<file path="src/rtl/alu_arbiter_pkg.sv">
// Shared definitions for the alu_arbiter slice: ALU opcodes, FSM encoding, default width.
// The optional performance counters in alu_arbiter are enabled with ALU_ARB_PERF_CNT_EN.
package alu_arbiter_pkg;

    localparam int ALU_DATA_W = 32;

    localparam logic [3:0] ALU_OP_ADD = 4'b0000;
    localparam logic [3:0] ALU_OP_SUB = 4'b0001;
    localparam logic [3:0] ALU_OP_AND = 4'b0010;
    localparam logic [3:0] ALU_OP_OR  = 4'b0011;
    localparam logic [3:0] ALU_OP_XOR = 4'b0100;
    localparam logic [3:0] ALU_OP_SLL = 4'b0101;
    localparam logic [3:0] ALU_OP_SRL = 4'b0110;
    localparam logic [3:0] ALU_OP_SLT = 4'b0111;

    typedef enum logic [1:0] {
        S_IDLE = 2'd0,
        S_WAIT = 2'd1,
        S_RESP = 2'd2
    } arb_state_t;

endpackage

</file>
<file path="src/rtl/alu_arbiter_rr.sv">
// Combinational round-robin picker: first asserted req strictly after ptr, wrapping modulo N.
// Used by alu_arbiter; ptr holds the index of the previous winner.
module rr_arbiter #(
    parameter int N  = 4,
    parameter int IW = $clog2(N)
) (
    input  logic [N-1:0]  req,
    input  logic [IW-1:0] ptr,
    output logic [N-1:0]  grant,
    output logic [IW-1:0] idx,
    output logic          any
);

    logic [IW-1:0] pos;

    always_comb begin
        grant = '0;
        idx   = '0;
        any   = 1'b0;
        pos   = '0;
        for (int k = 1; k <= N; k++) begin
            pos = IW'((int'(ptr) + k) % N);
            if (!any && req[pos]) begin
                any        = 1'b1;
                grant[pos] = 1'b1;
                idx        = pos;
            end
        end
    end

endmodule

</file>
<file path="src/rtl/alu_arbiter.sv">
// Shares one alu32 between NUM_REQ requesters, one operation in flight at a time.
// Define ALU_ARB_PERF_CNT_EN to add the grant_cnt/ovf_cnt saturating counters.
module alu_arbiter
    import alu_arbiter_pkg::*;
#(
    parameter int NUM_REQ = 4,
    parameter int ALU_LAT = 1,
    parameter int DATA_W  = ALU_DATA_W
) (
    input  logic                      clk,
    input  logic                      rst_n,
    input  logic [NUM_REQ-1:0]        req_valid,
    output logic [NUM_REQ-1:0]        req_ready,
    input  logic [NUM_REQ*DATA_W-1:0] req_a,
    input  logic [NUM_REQ*DATA_W-1:0] req_b,
    input  logic [NUM_REQ*4-1:0]      req_sel,
    output logic [NUM_REQ-1:0]        rsp_valid,
    input  logic [NUM_REQ-1:0]        rsp_ready,
    output logic [DATA_W-1:0]         rsp_out,
    output logic                      rsp_ovf,
    output logic [DATA_W-1:0]         alu_a,
    output logic [DATA_W-1:0]         alu_b,
    output logic [3:0]                alu_sel,
    input  logic [DATA_W-1:0]         alu_out,
    input  logic                      alu_overflow,
    output logic                      busy
`ifdef ALU_ARB_PERF_CNT_EN
    ,
    output logic [NUM_REQ*16-1:0]     grant_cnt,
    output logic [15:0]               ovf_cnt
`endif
);

    // Handshakes: a transfer happens on the rising edge where valid and ready are both high.
    // req_ready is a combinational one-hot grant in IDLE; rsp_valid holds until its rsp_ready.

    localparam int IDX_W = $clog2(NUM_REQ);
    localparam int CNT_W = ($clog2(ALU_LAT + 1) < 1) ? 1 : $clog2(ALU_LAT + 1);
    localparam logic [CNT_W-1:0] CNT_INIT = CNT_W'(ALU_LAT);
    localparam logic [CNT_W-1:0] CNT_ONE  = CNT_W'(1);

    arb_state_t         state, state_nxt;
    logic [IDX_W-1:0]   ptr;
    logic [IDX_W-1:0]   gidx;
    logic [CNT_W-1:0]   cnt;
    logic [NUM_REQ-1:0] arb_grant;
    logic [IDX_W-1:0]   arb_idx;
    logic               arb_any;
    logic               accept;
    logic               capture;

    rr_arbiter #(
        .N  (NUM_REQ),
        .IW (IDX_W)
    ) u_rr (
        .req   (req_valid),
        .ptr   (ptr),
        .grant (arb_grant),
        .idx   (arb_idx),
        .any   (arb_any)
    );

    always_comb begin
        state_nxt = state;
        req_ready = '0;
        rsp_valid = '0;
        accept    = 1'b0;
        capture   = 1'b0;
        busy      = (state != S_IDLE);
        case (state)
            S_IDLE: begin
                req_ready = arb_grant;
                accept    = arb_any;
                if (arb_any) state_nxt = S_WAIT;
            end
            S_WAIT: begin
                capture = (cnt == CNT_ONE);
                if (cnt == CNT_ONE) state_nxt = S_RESP;
            end
            S_RESP: begin
                rsp_valid[gidx] = 1'b1;
                if (rsp_ready[gidx]) state_nxt = S_IDLE;
            end
            default: state_nxt = S_IDLE;
        endcase
    end

    always_ff @(posedge clk or negedge rst_n) begin
        if (!rst_n) state <= S_IDLE;
        else        state <= state_nxt;
    end

    always_ff @(posedge clk or negedge rst_n) begin
        if (!rst_n) begin
            alu_a   <= '0;
            alu_b   <= '0;
            alu_sel <= 4'b0000;
            rsp_out <= '0;
            rsp_ovf <= 1'b0;
            gidx    <= '0;
            ptr     <= IDX_W'(NUM_REQ - 1);
            cnt     <= '0;
        end else begin
            if (accept) begin
                alu_a   <= req_a[arb_idx*DATA_W +: DATA_W];
                alu_b   <= req_b[arb_idx*DATA_W +: DATA_W];
                alu_sel <= req_sel[arb_idx*4 +: 4];
                gidx    <= arb_idx;
                ptr     <= arb_idx;
                cnt     <= CNT_INIT;
            end else if (state == S_WAIT) begin
                cnt <= cnt - CNT_ONE;
            end
            if (capture) begin
                rsp_out <= alu_out;
                rsp_ovf <= alu_overflow;
            end
        end
    end

`ifdef ALU_ARB_PERF_CNT_EN
    always_ff @(posedge clk or negedge rst_n) begin
        if (!rst_n) begin
            grant_cnt <= '0;
            ovf_cnt   <= '0;
        end else begin
            for (int i = 0; i < NUM_REQ; i++) begin
                if (accept && arb_idx == IDX_W'(i) && grant_cnt[i*16 +: 16] != 16'hFFFF)
                    grant_cnt[i*16 +: 16] <= grant_cnt[i*16 +: 16] + 16'd1;
            end
            if (capture && alu_overflow && ovf_cnt != 16'hFFFF)
                ovf_cnt <= ovf_cnt + 16'd1;
        end
    end
`endif

endmodule

</file>
<file path="config.mk">
export PLATFORM = sky130hd
export DESIGN_NAME = alu_arbiter
export DESIGN_NICKNAME = d
export VERILOG_FILES = /design/src/rtl/alu_arbiter_pkg.sv /design/src/rtl/alu_arbiter_rr.sv /design/src/rtl/alu_arbiter.sv
export SDC_FILE = /design/constraint.sdc
export NUM_CORES = 1
export LEC_CHECK = 0
export CORE_AREA = 10 10 158 160
export DETAILED_ROUTE_END_ITERATION = 6
export DIE_AREA = 0 0 168 170
export GPL_TIMING_DRIVEN = 0
export PLACE_DENSITY = 0.67
export RECOVER_POWER = 25
export SYNTH_ARGS = -nofsm -noshare
export SYNTH_HDL_FRONTEND = slang
export SYNTH_SLANG_ARGS = --single-unit
</file>
<file path="constraint.sdc">
create_clock -name clk -period 8.97 [get_ports clk]
set_input_delay 1.794 -clock clk [delete_from_list [all_inputs] [get_ports clk]]
set_output_delay 1.794 -clock clk [all_outputs]
set_load 0.01 [all_outputs]
</file>
==> results of run 1 <==
## flip-flops by register name, summed over array words and instances (netlist names)
register / cells
gidx: 2
state: 2
alu_sel: 4
alu_b: 32
alu_a: 32
cnt: 1
rsp_out: 32
rsp_ovf: 1
ptr: 2
## per-layer routing
layer	share of wire [%]	up-vias	global-route usage (%)
met5	0	-	0
met4	1.7	0	4.845
met3	8.5	28	6.404
met2	51	270	33.94
met1	39	3034	21.93
li1	-	3044	-
## synth_stat cells (5+ instances only)
cell type,instances,share of area [%]
a21oi_1,5,0.40
a221oi_1,6,0.84
buf_2,5,0.40
buf_4,8,0.96
clkbuf_1,30,1.8
dfrtp_1,106,42
ha_1,8,1.6
mux2_2,34,6.1
mux2i_1,109,17
nand2_1,75,4.5
nor2_1,18,1.1
o211ai_1,60,7.2
o21bai_1,30,3.6
o221ai_1,38,5.3
## logic make-up after synthesis
group                    synth area share [%]
AO/OA/AOI/OAI                           18.84
multiplexers                            24.64
AND/OR/NAND/NOR                         7.320
flip-flops                              43.24
buffers and inverters                   4.360
adder cells (fa/ha/maj)                 1.600
## worst min path at each step
stage               from         to  slack (ps)
6_report             cnt   state[0]         490
5_1_grt        alu_b[29]  alu_b[29]         510
4_1_cts              cnt   state[0]         480
3_5_place_dp         cnt   state[0]         470
3_3_place_gp         cnt   state[0]         470
2_1_floorplan        cnt   state[0]         450
## power by group
part | total, mW | internal, mW | switching (mW)
Combinational | 2.62 | 1.29 | 1.33
Clock | 0.427 | 0.224 | 0.202
Sequential | 0.898 | 0.750 | 0.149
## final cells by class
class / count / area share (%)
clock inverters: 7 / 0.8280
flip-flops and latches: 108 / 24.19
well taps: 280 / 3.133
diodes: 1 / 0.02238
multi-input cells: 415 / 29.32
plain buffers: 50 / 2.305
inverters: 4 / 0.1343
clock buffers: 9 / 2.014
repair buffers: 424 / 38.06
## per-stage QoR
| stage | std cells | util, % | setup slack [ps] | hold slack (ps) |
|---|---|---|---|---|
| 3_3_place_gp | 1280 | 49.98 | 1559 | 465.8 |
| 6_report | 1298 | 51.56 | 2979 | 485.0 |
| 3_5_place_dp | 1281 | 50.12 | 2985 | 474.5 |
| 5_1_grt | 1297 | 51.55 | 2759 | 513.0 |
| 4_1_cts | 1297 | 51.58 | 2983 | 482.7 |
| 2_1_floorplan | 577 | - | 4035 | 454.7 |
## worst max-delay path: stages
cell             delay [ps]
clkdlybuf4s50_1         540
mux4_2                  600
nor2b_1                 300
a22oi_1                 110
nor2_1                  110
a221oi_1                 50
nor2_1                  120
clkdlybuf4s50_1         570
==> metrics.txt, run 1 <==
Critical Path AT=approximately 4200 ps; CTS resizes=0; Vias=6,376; initial antenna violation count=0; GR Overflow Total=0; Synth Cell Area=0.006256 mm2; Tcrit/Tclk final=66.79%; IO buf count=between 400 and 500; Worst Hold Class=flip-flop to flip-flop; Initial Util=between 20 and 30%; Die Y=approximately 170 um; syn_area_per_cell=approximately 11 um2; final setup violation count=0; Critical Path End Type=output port; Most used DFF post-synth=dfrtp_1; Layout Nets=about 1,300; worst-path fanout max=8; commonest non-fill, non-tap cells in the layout=422 x clkdlybuf4s50_1, 109 x mux2i_1, 106 x dfrtp_1; Setup Skew=~11 ps; row count=between 50 and 60; gr usage total=19.25%; Detailed Place HPWL=about 24,000 um; Placement Cell Area=around 0.011 mm2; Area growth syn-to-layout=78.74%; Die Width=around 170 um; Worst IR Drop VDD=0.1785 mV; Seq cells post-synth=108; post-CTS setup buffers=0; Iter 0 DRT Violations=between 300 and 400; design area=0.01118 mm2; Routed Antenna Nets=0; multi-input logic area=~0.0033 mm2; layout cell share with drive strength beyond 1=between 7 and 8%; Post-Syn Nets=900; Max Slew Vio Count=41; RSZ-0062 raised after global routing=no; highest clock rate=between 150 and 200 MHz; failing checks=max-capacitance violations, max-slew violations; Num CTS Buffers=9; Critical Path Source=req_valid[1]; Synth cell types=34; Design Power=3.947 mW; commonest non-fill, non-tap cell in the layout=clkdlybuf4s50_1; CORE AREA=0.02169 mm2; I/O pins=around 430; Synth Warn #=0; CTS root buffer=clkbuf_16; DRT Wirelength=29,260 um; Critical Path Sink=req_ready[2]; register area share after synthesis=43.24%; status=complete, but fails checks; Clock Pin Slew Worst Setup and Hold Paths=70 ps; 1st-pass router iterations=5; CTS sink cnt=about 110; Clk Latency, worst-skew pair=350 ps; critical setup path kind=input pin to output port; DR vias/cell=approximately 5; Leakage=around 4.8 nW; global-route wire length before repair=between 40,000 and 50,000 um; FF+latch area=~0.0027 mm2; H-tree Lvls=3; Critical Path Start Type=input pin; largest net degree at the start of global routing=between 60 and 70; Rel. slew slack=-61.27%; vias in the first global route=~7,000; Reg-to-Reg Start=ptr[0]; MaxCap Viol Count=1; Worst Reg-to-Reg Cells=11; CTS tree=done; Routability Congestion=0.8390; Bufs on Longest Clock Path=2; total die area=approximately 0.029 mm2; share of synthesized registers carrying an async set or reset=100.0%; Post-synth EDFFs=0; Final Hold Fails=0; CP required=~7000 ps; hold path depth=1; Layout fillers=about 2,000; CTS Hold Bufs=0; setup_tns=0 ps; worst-margin pin slew=2419 ps; Cells after Synth=577; Tmin final=5991 ps; Avg WL per Cell=22.54 um; drc violations=0; Pwr Density=between 300 and 400 mW/mm2; Worst R2R End=alu_b[8]; Worst R2R Setup Slack=between 5000 and 6000 ps
Note: power is estimated with default switching activity, not from simulation.
==> inputs of run 2 (changes only) <==
PLACE_DENSITY = 0.7   (was 0.67)
clock period = 5.4 ns   (was 8.97 ns; I/O delays follow)
==> run 2 against run 1 <==
The run still ends with max-capacitance violations, max-slew violations left. Global-route usage increased by 0.41 points. Register-to-register slack got worse by 3600 ps. Total power increased by 66%. Core utilization decreased by 0.13 points. Worst hold slack about the same. Clock power increased by 64%. Worst setup slack got worse by 2200 ps.
==> metrics.txt, run 2 (synthesis results as in run 1) <==
largest net degree at the start of global routing=81 (+17%); 1st-pass router iterations=4 (-1); dpl cells=1,281 (unchanged); Area growth syn-to-layout=78.28%; Setup Skew=14.90 ps (+3.550 ps); Critical Path AT=3540 ps (-660 ps); n_diodes=0 (-1); Clock Pin Slew Worst Setup and Hold Paths=80 ps (about the same); DRT Wirelength=29,700 um (+1.5%); Top Registers=alu_a (32), alu_b (32), rsp_out (32); CP required=4320 ps (-2860 ps); pre-CTS setup slack=819.4 ps (-2166 ps); GR Overflow Total=0 (unchanged); CTS sink cnt=108 (unchanged); FF+latch area=0.002705 mm2 (unchanged); Layout Nets=1,335 (unchanged); Tcrit/Tclk final=a little under nine tenths; highest clock rate=216.3 MHz; CORE AREA=0.02169 mm2 (unchanged); Bufs on Longest Clock Path=2 (unchanged); DR vias/cell=4.948 (+0.72%); Layout fillers=2,002 (-0.40%); critical setup path kind=input pin to output port; Initial Util=28.85% (unchanged); IO buf count=423 (unchanged); CTS Hold Bufs=0 (unchanged); I/O pins=425 (unchanged); CTS root buffer=clkbuf_16; Leakage=4.757 nW (-0.24%); worst-margin pin slew=2141 ps (-278.3 ps); final setup violation count=0 (unchanged); multi-input logic area=0.003278 mm2 (unchanged); Setup WS post-layout=777.6 ps (-2201 ps); drc violations=0 (unchanged); Tmin final=between 4000 and 5000 ps; Die Y=170 um (unchanged); Num CTS Buffers=9 (unchanged); Pwr Density=587.4 mW/mm2 (+66%); initial antenna violation count=1 (+1); worst-path fanout max=8 (unchanged); Vias=6,417 (+0.64%); status=complete, but fails checks; Iter 0 DRT Violations=282 (-18%); CTS tree=done; post-CTS setup buffers=0 (unchanged); Critical Path End Type=output port; vias in the first global route=7,035 (+3.4%); MaxCap Viol Count=2 (+1); final std cells w/o fill=1,297 (-0.077%); Clk Latency, worst-skew pair=360 ps (about the same); Rel. slew slack=-42.71% (+19 points); Final Util=51.42% (-0.13 points); Routed Antenna Nets=0 (unchanged); commonest non-fill, non-tap cells in the layout=422 x clkdlybuf4s50_1, 109 x mux2i_1, 106 x dfrtp_1; WHS=485.2 ps (+0.1990 ps); RSZ-0062 raised after global routing=no; gr usage total=19.66% (+0.41 points); Max Slew Vio Count=111 (+170%); Critical Path Start Type=input pin; Avg WL per Cell=22.90 um (+1.6%); commonest non-fill, non-tap cell in the layout=clkdlybuf4s50_1; row count=54 (unchanged); Detailed Place HPWL=24,410 um (+1.3%); Final Hold Fails=0 (unchanged); global-route wire length before repair=43,560 um (+2.2%); total die area=0.02856 mm2 (unchanged); Worst IR Drop VDD=0.3030 mV (+70%); layout cell share with drive strength beyond 1=7.473% (unchanged); Worst Hold Class=flip-flop to flip-flop; CTS resizes=0 (unchanged); Die Width=168 um (unchanged); H-tree Lvls=3 (unchanged); Routability Congestion=0.8300 (-1.1%); failing checks=max-capacitance violations, max-slew violations
-- run 2: path summary, 6_finish.rpt --
| path | startpoint | to | slack (ps) | cells after the start |
|---|---|---|---|---|
| worst max-delay path | req_valid[1] | req_ready[2] | 780 | 8 |
| worst min-delay path | cnt | state[0] | 490 | 1 |
| worst max register to register | ptr[0] | alu_b[6] | 1820 | 11 |
| worst min register to register | cnt | state[0] | 490 | 1 |
| max in group asynchronous | rst_n | rsp_out[9] | 1490 | 2 |
| min in group asynchronous | rst_n | alu_b[0] | 1090 | 1 |
-- run 2: per-layer routing --
| metal | routed length, um | global-route usage, % | vias to the layer above |
|---|---|---|---|
| li1 | - | - | 3040 |
| met1 | 11670 | 22.10 | 3066 |
| met5 | 17 | 0 | - |
| met4 | 792 | 6.662 | 2 |
| met2 | 15010 | 34.58 | 271 |
| met3 | 2212 | 6.105 | 38 |
-- run 2: report_power, final --
part           switching [mW]  total [mW]  internal (mW)
Sequential              0.244        1.49           1.25
Clock                   0.363       0.699          0.335
Combinational            2.22        4.36           2.14
-- run 2: per-stage QoR --
stage | cell area, um2 | power, mW | TNS (ps)
finish | 11150 | 6.552 | 0
global route | 11150 | 7.035 | 0
CTS | 11180 | 6.657 | 0
detailed placement | 10870 | 5.935 | 0
global placement | 10840 | 5.874 | -144980
floorplan | 6256 | 4.015 | 0
-- run 2: area by class of cell --
class | instances | area share [%]
plain buffers | 50 | 2.311
clock buffers | 9 | 2.019
clock inverters | 7 | 0.7965
inverters | 4 | 0.1346
multi-input cells | 415 | 29.39
flip-flops and latches | 108 | 24.25
well taps | 280 | 3.141
repair buffers | 424 | 37.95
-- run 2: critical path, stage by stage --
cell,delay (ps)
clkdlybuf4s50_1,540
mux4_2,600
nor2b_1,320
a22oi_1,120
nor2_1,150
a221oi_1,70
nor2_1,110
clkdlybuf4s50_1,550
==> inputs of run 3 (changes only) <==
CAP_MARGIN = 20   (was default)
==> results of run 3 <==
The final DEF is identical to that of run 2; final timing and power are the same.
